### src/rtl/rs232_pkg.sv
`default_nettype none
// +----------------------------------------------------------------------+
// | rs232_pkg : shared parity encodings, FSM states and clogb2 helper    |
// | Revision  : 1.0                                                      |
// +----------------------------------------------------------------------+
package rs232_pkg;

  localparam int PAR_NONE = 0;
  localparam int PAR_ODD  = 1;
  localparam int PAR_EVEN = 2;

  typedef enum logic [2:0] {
    S_IDLE   = 3'd0,
    S_START  = 3'd1,
    S_DATA   = 3'd2,
    S_PARITY = 3'd3,
    S_STOP   = 3'd4,
    S_BREAK  = 3'd5
  } rs232_state_e;

  // Ceiling log2, never less than 1 so every counter has at least one bit.
  function automatic int clogb2(input int value);
    int r;
    r = 1;
    for (int i = 1; i < 32; i++) begin
      if ((1 << i) < value) r = i + 1;
    end
    return r;
  endfunction

endpackage
`default_nettype wire

### src/rtl/rs232_os_tick.sv
`default_nettype none
// +----------------------------------------------------------------------+
// | rs232_os_tick : oversample tick divider with synchronous restart     |
// | Revision      : 1.0                                                  |
// +----------------------------------------------------------------------+
module rs232_os_tick
  import rs232_pkg::*;
#(
  parameter int P_DIV = 10
) (
  input  logic clk,
  input  logic rst,
  input  logic restart,
  output logic os_tick
);

  localparam int CNT_W = clogb2(P_DIV + 1);
  localparam logic [CNT_W-1:0] CNT_LAST = CNT_W'(P_DIV - 1);

  logic [CNT_W-1:0] cnt_q, cnt_d;

  always_comb begin
    os_tick = 1'b0;
    cnt_d   = cnt_q + 1'b1;
    if (restart) begin
      cnt_d = '0;
    end else if (cnt_q == CNT_LAST) begin
      cnt_d   = '0;
      os_tick = 1'b1;
    end
  end

  always_ff @(posedge clk or posedge rst) begin
    if (rst) cnt_q <= '0;
    else     cnt_q <= cnt_d;
  end

endmodule
`default_nettype wire

### src/rtl/rs232_des_os.sv
`default_nettype none
// +----------------------------------------------------------------------+
// | rs232_des_os : oversampling RS-232 receiver with majority vote and   |
// |                parity/framing/overrun/break reporting                |
// | Revision     : 1.0                                                   |
// +----------------------------------------------------------------------+
module rs232_des_os
  import rs232_pkg::*;
#(
  parameter int P_CLK_FREQ_HZ = 100000000,
  parameter int P_BAUD_RATE   = 115200,
  parameter int P_OVERSAMPLE  = 16,
  parameter int P_DATA_BITS   = 8,
  parameter int P_PARITY      = 0,
  parameter int P_STOP_BITS   = 1
) (
  input  logic                   clk,
  input  logic                   rst,
  input  logic                   rx,
  output logic [P_DATA_BITS-1:0] rx_fifo_data,
  output logic                   rx_fifo_wr_en,
  input  logic                   rx_fifo_full,
  output logic                   parity_err,
  output logic                   frame_err,
  output logic                   overrun,
  output logic                   break_det
);

  localparam int DIV_RAW = P_CLK_FREQ_HZ / (P_BAUD_RATE * P_OVERSAMPLE);
  localparam int DIV     = (DIV_RAW < 1) ? 1 : DIV_RAW;
  localparam int OS_W    = clogb2(P_OVERSAMPLE);
  localparam int BIT_W   = clogb2(P_DATA_BITS + 1);
  localparam int M       = P_OVERSAMPLE / 2;

  localparam logic [OS_W-1:0]  OS_LAST   = OS_W'(P_OVERSAMPLE - 1);
  localparam logic [OS_W-1:0]  VOTE_A    = OS_W'(M - 1);
  localparam logic [OS_W-1:0]  VOTE_B    = OS_W'(M);
  localparam logic [OS_W-1:0]  VOTE_C    = OS_W'(M + 1);
  localparam logic [BIT_W-1:0] BITS_LAST = BIT_W'(P_DATA_BITS);
  localparam logic             STOP_LAST = (P_STOP_BITS == 2);

  if (P_DATA_BITS < 5 || P_DATA_BITS > 9 || P_STOP_BITS < 1 || P_STOP_BITS > 2 ||
      P_OVERSAMPLE < 8 || (P_OVERSAMPLE % 2) != 0 || P_PARITY < 0 || P_PARITY > 2)
  begin : g_bad_params
    $error("rs232_des_os: illegal parameter combination");
  end

  rs232_state_e           state_q, state_d;
  logic                   sync1_q, sync1_d, rx_s_q, rx_s_d, rx_dly_q, rx_dly_d;
  logic [OS_W-1:0]        os_cnt_q, os_cnt_d;
  logic [BIT_W-1:0]       bit_cnt_q, bit_cnt_d;
  logic                   stop_cnt_q, stop_cnt_d;
  logic [1:0]             vote_q, vote_d;
  logic [P_DATA_BITS-1:0] shift_q, shift_d, data_q, data_d;
  logic                   par_bit_q, par_bit_d, frame_q, frame_d;
  logic                   wr_en_q, wr_en_d, parity_err_q, parity_err_d;
  logic                   frame_err_q, frame_err_d, overrun_q, overrun_d;
  logic                   break_q, break_d;

  logic os_tick, restart, maj, mid_tick, bit_end, par_bad, frame_now;

  rs232_os_tick #(.P_DIV(DIV)) u_tick (
    .clk     (clk),
    .rst     (rst),
    .restart (restart),
    .os_tick (os_tick)
  );

  always_comb begin
    sync1_d      = rx;
    rx_s_d       = sync1_q;
    rx_dly_d     = rx_s_q;
    state_d      = state_q;
    os_cnt_d     = os_cnt_q;
    bit_cnt_d    = bit_cnt_q;
    stop_cnt_d   = stop_cnt_q;
    vote_d       = vote_q;
    shift_d      = shift_q;
    data_d       = data_q;
    par_bit_d    = par_bit_q;
    frame_d      = frame_q;
    wr_en_d      = 1'b0;
    parity_err_d = 1'b0;
    frame_err_d  = 1'b0;
    overrun_d    = 1'b0;
    break_d      = 1'b0;
    restart      = 1'b0;

    // Third vote is the live synchronised sample taken on the deciding tick.
    maj       = (vote_q[0] & vote_q[1]) | (vote_q[0] & rx_s_q) | (vote_q[1] & rx_s_q);
    mid_tick  = os_tick && (os_cnt_q == VOTE_C);
    bit_end   = os_tick && (os_cnt_q == OS_LAST);
    frame_now = frame_q | ~maj;
    if (P_PARITY == PAR_NONE) par_bad = 1'b0;
    else if (P_PARITY == PAR_ODD) par_bad = ~(^shift_q ^ par_bit_q);
    else par_bad = ^shift_q ^ par_bit_q;

    if (state_q != S_IDLE && state_q != S_BREAK && os_tick) begin
      os_cnt_d = (os_cnt_q == OS_LAST) ? '0 : os_cnt_q + 1'b1;
      if (os_cnt_q == VOTE_A) vote_d[0] = rx_s_q;
      if (os_cnt_q == VOTE_B) vote_d[1] = rx_s_q;
    end

    case (state_q)
      S_IDLE: begin
        if (rx_dly_q && !rx_s_q) begin
          restart  = 1'b1;
          os_cnt_d = '0;
          state_d  = S_START;
        end
      end
      S_START: begin
        if (mid_tick && maj) begin
          state_d = S_IDLE;
        end else if (bit_end) begin
          state_d   = S_DATA;
          bit_cnt_d = '0;
        end
      end
      S_DATA: begin
        if (mid_tick) begin
          shift_d   = {maj, shift_q[P_DATA_BITS-1:1]};
          bit_cnt_d = bit_cnt_q + 1'b1;
        end else if (bit_end && bit_cnt_q == BITS_LAST) begin
          state_d    = (P_PARITY != PAR_NONE) ? S_PARITY : S_STOP;
          stop_cnt_d = 1'b0;
          frame_d    = 1'b0;
        end
      end
      S_PARITY: begin
        if (mid_tick) par_bit_d = maj;
        else if (bit_end) state_d = S_STOP;
      end
      S_STOP: begin
        if (mid_tick) begin
          if (stop_cnt_q == STOP_LAST) begin
            // Decide on the last stop bit's mid-sample so a following start edge is not missed.
            state_d = S_IDLE;
            if (frame_now && shift_q == '0 && !par_bit_q && !maj) begin
              break_d = 1'b1;
              state_d = S_BREAK;
            end else if (frame_now) begin
              frame_err_d = 1'b1;
            end else begin
              parity_err_d = par_bad;
              if (rx_fifo_full) begin
                overrun_d = 1'b1;
              end else begin
                wr_en_d = 1'b1;
                data_d  = shift_q;
              end
            end
          end else begin
            frame_d = frame_now;
          end
        end else if (bit_end) begin
          stop_cnt_d = stop_cnt_q + 1'b1;
        end
      end
      S_BREAK: begin
        if (rx_s_q) state_d = S_IDLE;
      end
      default: state_d = S_IDLE;
    endcase
  end

  always_ff @(posedge clk or posedge rst) begin
    if (rst) begin
      state_q      <= S_IDLE;
      sync1_q      <= 1'b1;
      rx_s_q       <= 1'b1;
      rx_dly_q     <= 1'b1;
      os_cnt_q     <= '0;
      bit_cnt_q    <= '0;
      stop_cnt_q   <= 1'b0;
      vote_q       <= '0;
      shift_q      <= '0;
      data_q       <= '0;
      par_bit_q    <= 1'b0;
      frame_q      <= 1'b0;
      wr_en_q      <= 1'b0;
      parity_err_q <= 1'b0;
      frame_err_q  <= 1'b0;
      overrun_q    <= 1'b0;
      break_q      <= 1'b0;
    end else begin
      state_q      <= state_d;
      sync1_q      <= sync1_d;
      rx_s_q       <= rx_s_d;
      rx_dly_q     <= rx_dly_d;
      os_cnt_q     <= os_cnt_d;
      bit_cnt_q    <= bit_cnt_d;
      stop_cnt_q   <= stop_cnt_d;
      vote_q       <= vote_d;
      shift_q      <= shift_d;
      data_q       <= data_d;
      par_bit_q    <= par_bit_d;
      frame_q      <= frame_d;
      wr_en_q      <= wr_en_d;
      parity_err_q <= parity_err_d;
      frame_err_q  <= frame_err_d;
      overrun_q    <= overrun_d;
      break_q      <= break_d;
    end
  end

  assign rx_fifo_data  = data_q;
  assign rx_fifo_wr_en = wr_en_q;
  assign parity_err    = parity_err_q;
  assign frame_err     = frame_err_q;
  assign overrun       = overrun_q;
  assign break_det     = break_q;

endmodule
`default_nettype wire

### config.mk
export PLATFORM = sky130hd
export DESIGN_NAME = rs232_des_os
export DESIGN_NICKNAME = d
export VERILOG_FILES = /design/src/rtl/rs232_pkg.sv /design/src/rtl/rs232_os_tick.sv /design/src/rtl/rs232_des_os.sv
export SDC_FILE = /design/constraint.sdc
export NUM_CORES = 1
export LEC_CHECK = 0
export CAP_MARGIN = 0
export CORE_UTILIZATION = 65
export CTS_CLUSTER_DIAMETER = 60
export DETAILED_ROUTE_END_ITERATION = 8
export PLACE_DENSITY = 0.83
export SETUP_SLACK_MARGIN = 0.3
export SLEW_MARGIN = 20
export SYNTH_ARGS = -nofsm -noshare
export SYNTH_HDL_FRONTEND = slang
export SYNTH_SLANG_ARGS = --single-unit
### constraint.sdc
create_clock -name clk -period 9 [get_ports clk]
set_input_delay 1.8 -clock clk [delete_from_list [all_inputs] [get_ports clk]]
set_output_delay 1.8 -clock clk [all_outputs]
set_load 0.1 [all_outputs]
==> impl_metrics.tcl <==
set metrics [dict create \
    worstSetupEndpointType "output port" \
    peakVddDrop_uv 173 \
    avgRoutedWirePerCell_microns 18.3 \
    grt_max_degree 65 \
    finalCritPeriodShare_pct 42.6 \
    p_per_area_nw_per_um2 196 \
    die_y_microns 103 \
    crit_arrival_ns 2.04 \
    drive_gt1_share_pct 11.5 \
    synth_compound_area_share_pct 6.30 \
    vias 5337 \
    muxShareOfSynthArea_pct 4.12 \
    synth-edff-count 0 \
    port_buffers 15 \
    cpLargestDelayFamily "buffers and inverters" \
    yosysUniqueCellTypes 61 \
    nFillCells 639 \
    grtUsageTotal_pct 30.2 \
    worstSetupPathType "reg2out" \
    clockBufferDepth 2 \
    routed_wl_microns 15100 \
    place_congestion 0.885 \
    async_flop_share_pct 100 \
    cp-start-kind "register" \
    initialDrtViolationCount 287 \
    clk_latency_ns 0.53 \
    synth_most_common_cell "dfrtp_1" \
    die_area_sq_um 10600 \
    synth_ff_type "dfrtp_1" \
    fin_crit_ns 3.84 \
    dp_hpwl_microns 9120 \
    overflow 0 \
    drtPass1Iterations 5 \
    syn_inst 669 \
    critPathRequiredTime_ns 7.20 \
    fmax_ghz 0.261 \
    via_per_inst 6.44 \
    yosys-top-cells-area "dfrtp_1 (47%), xor2_1 (6.4%), nor2_1 (5.0%)" \
    maxSlewViolCount 0 \
    max-cap-violations 0 \
    start_util_pct 67.5 \
    nets 694 \
    holdBufCountCts 0 \
    postCtsSetupRepairBufs 0 \
    synth-seq-cells 127 \
    core-area_sq_um 9860 \
    skew_ns 0.00820 \
    area_growth_pct 13.6 \
    critPathMaxStageDelay_ns 1.14 \
    yosysWarnings 0 \
    syn_nets 680 \
    cpMaxStageDelayCell "clkdlybuf4s50_1" \
    synthAdderAreaFrac_pct 1.47 \
    hold_path.class "reg2reg" \
    num_rows 36 \
    ys_seq_area_share_pct 47.8 \
    synth_top_area_cell "dfrtp_1" \
    ant_nets 0 \
    yosys.area_share.simple_pct 28.7 \
    numCtsBuffers 17 \
    antenna_found_initial 0 \
    whs_ns 0.369 \
    grt_pass1_wl_microns 24600 \
    crit_chain "clkdlybuf4s50_1" \
    die_w_microns 103 \
    hold_viol_final 0 \
    num_io_pins 17 \
    rsz0062_at_grt "false" \
    cts_tree "yes" \
    worstPathMaxFanout 2 \
    fin_tns_setup_ns 0 \
    status "complete, no violations" \
    tightest_slew_ns 0.998 \
    cts_resized 0 \
    synth_commonest_cells "dfrtp_1 (124), nor2_1 (89), xor2_1 (49)" \
    synth_top_family_by_area "simple AND/OR/NAND/NOR gates" \
    path_clk_slew_ns 0.06 \
    grt_pass1_vias 4972 \
    critPathBufInv 1 \
    slew_headroom_pct 33.5 \
    synth_top_area_share_pct 46.6 \
    cts.htree.levels 4 \
    drc 0 \
    synthXorXnorAreaFrac_pct 8.82 \
    p_leak_uw 0.00340 \
    syn_area_sq_um 6660 \
    root_buffer "clkbuf_8" \
    diodes 0 \
    syn_area_per_cell_sq_um 9.95 \
    clock_sinks 127 \
    finalSetupViolations 0 \
]
-- report_power, final --
| group | switching [uW] | leakage (uW) | internal [uW] |
|---|---|---|---|
| logic | 62.2 | 0.00133 | 37.0 |
| registers | 24.6 | 0.00175 | 591 |
| clock network | 256 | 0.000323 | 514 |
| total | 343 | 0.00340 | 1140 |
-- kinds of logic (layout without fill, tap and decap cells) --
family	Yosys count	after routing
AO/OA/AOI/OAI	70	70
XOR/XNOR	67	67
adder cells (fa/ha/maj)	8	8
buffers and inverters	40	67
flip-flops	127	127
multiplexers	22	22
other	1	1
AND/OR/NAND/NOR	334	334
-- path summary, 6_finish.rpt --
path                            cells past startpoint                         from                          end  slack, ns
worst max-delay path                                1  rx_fifo_data[3]$_DFFE_PP0P_              rx_fifo_data[3]       5.16
worst min-delay path                                0             rx_s_d$_DFF_PP1_           rx_dly_d$_DFF_PP1_       0.37
worst max register to register                      9    u_tick.cnt_q[1]$_DFF_PP0_  rx_fifo_data[7]$_DFFE_PP0P_       5.65
worst min register to register                      0             rx_s_d$_DFF_PP1_           rx_dly_d$_DFF_PP1_       0.37
max in group asynchronous                           3                          rst       shift_q[2]$_DFFE_PP0P_       5.96
min in group asynchronous                           2                          rst   u_tick.cnt_q[19]$_DFF_PP0_       1.76
-- routing by layer --
metal | GRT usage, % | vias up | share of wire, %
met5 | 0 | - | 0
met4 | 8.99 | 0 | 1.9
met2 | 52.4 | 204 | 51
met3 | 7.19 | 40 | 5.1
li1 | - | 2436 | -
met1 | 37.6 | 2657 | 42
-- through the flow --
step,cells,setup slack [ns],power (uW),utilization [%],area (sq um)
after floorplan,669,3.82,696,-,6660
after global routing,829,5.10,1530,76.7,7560
final,829,5.16,1480,76.7,7560
after global placement,797,5.34,714,69.9,6890
after detailed placement,797,5.31,723,70.0,6900
after CTS,829,5.16,1490,76.7,7560
-- registers in the layout (all words and copies together), names as in the netlist, 2 cells and up --
register,count
vote_q,2
bit_cnt_q,32
rx_fifo_data,8
shift_q,8
state_q,3
u_tick.cnt_q,32
os_cnt_q,32
-- cells in the final DEF (no fill, tap or decap), types with 9 or more instances in the layout --
master | netlist | routed
clkdlybuf4s50_1 | 0 | 15
nor4_1 | 21 | 21
o21ai_0 | 28 | 28
and3_1 | 26 | 26
and4_1 | 12 | 12
xnor2_1 | 18 | 18
and2_1 | 9 | 9
mux2_2 | 11 | 11
clkbuf_16 | 0 | 16
inv_1 | 15 | 14
nand4_1 | 36 | 36
a21oi_1 | 17 | 17
nor2_1 | 89 | 89
nand3_1 | 37 | 37
nor3_1 | 14 | 14
nand2_1 | 40 | 40
dfrtp_1 | 124 | 124
xor2_1 | 49 | 49
or3_1 | 9 | 9
-- cell type report --
class                           count  area [sq um]  area share [%]
Tap cell                          133           166            2.20
Multi-Input combinational cell    502          3310            43.7
Clock inverter                     10           180            2.38
Clock buffer                       22           483            6.39
Inverter                           15          58.8           0.778
Sequential cell                   127          3180            42.1
Timing Repair Buffer               20           188            2.48
No activity file was read; power rests on OpenSTA's default activity.
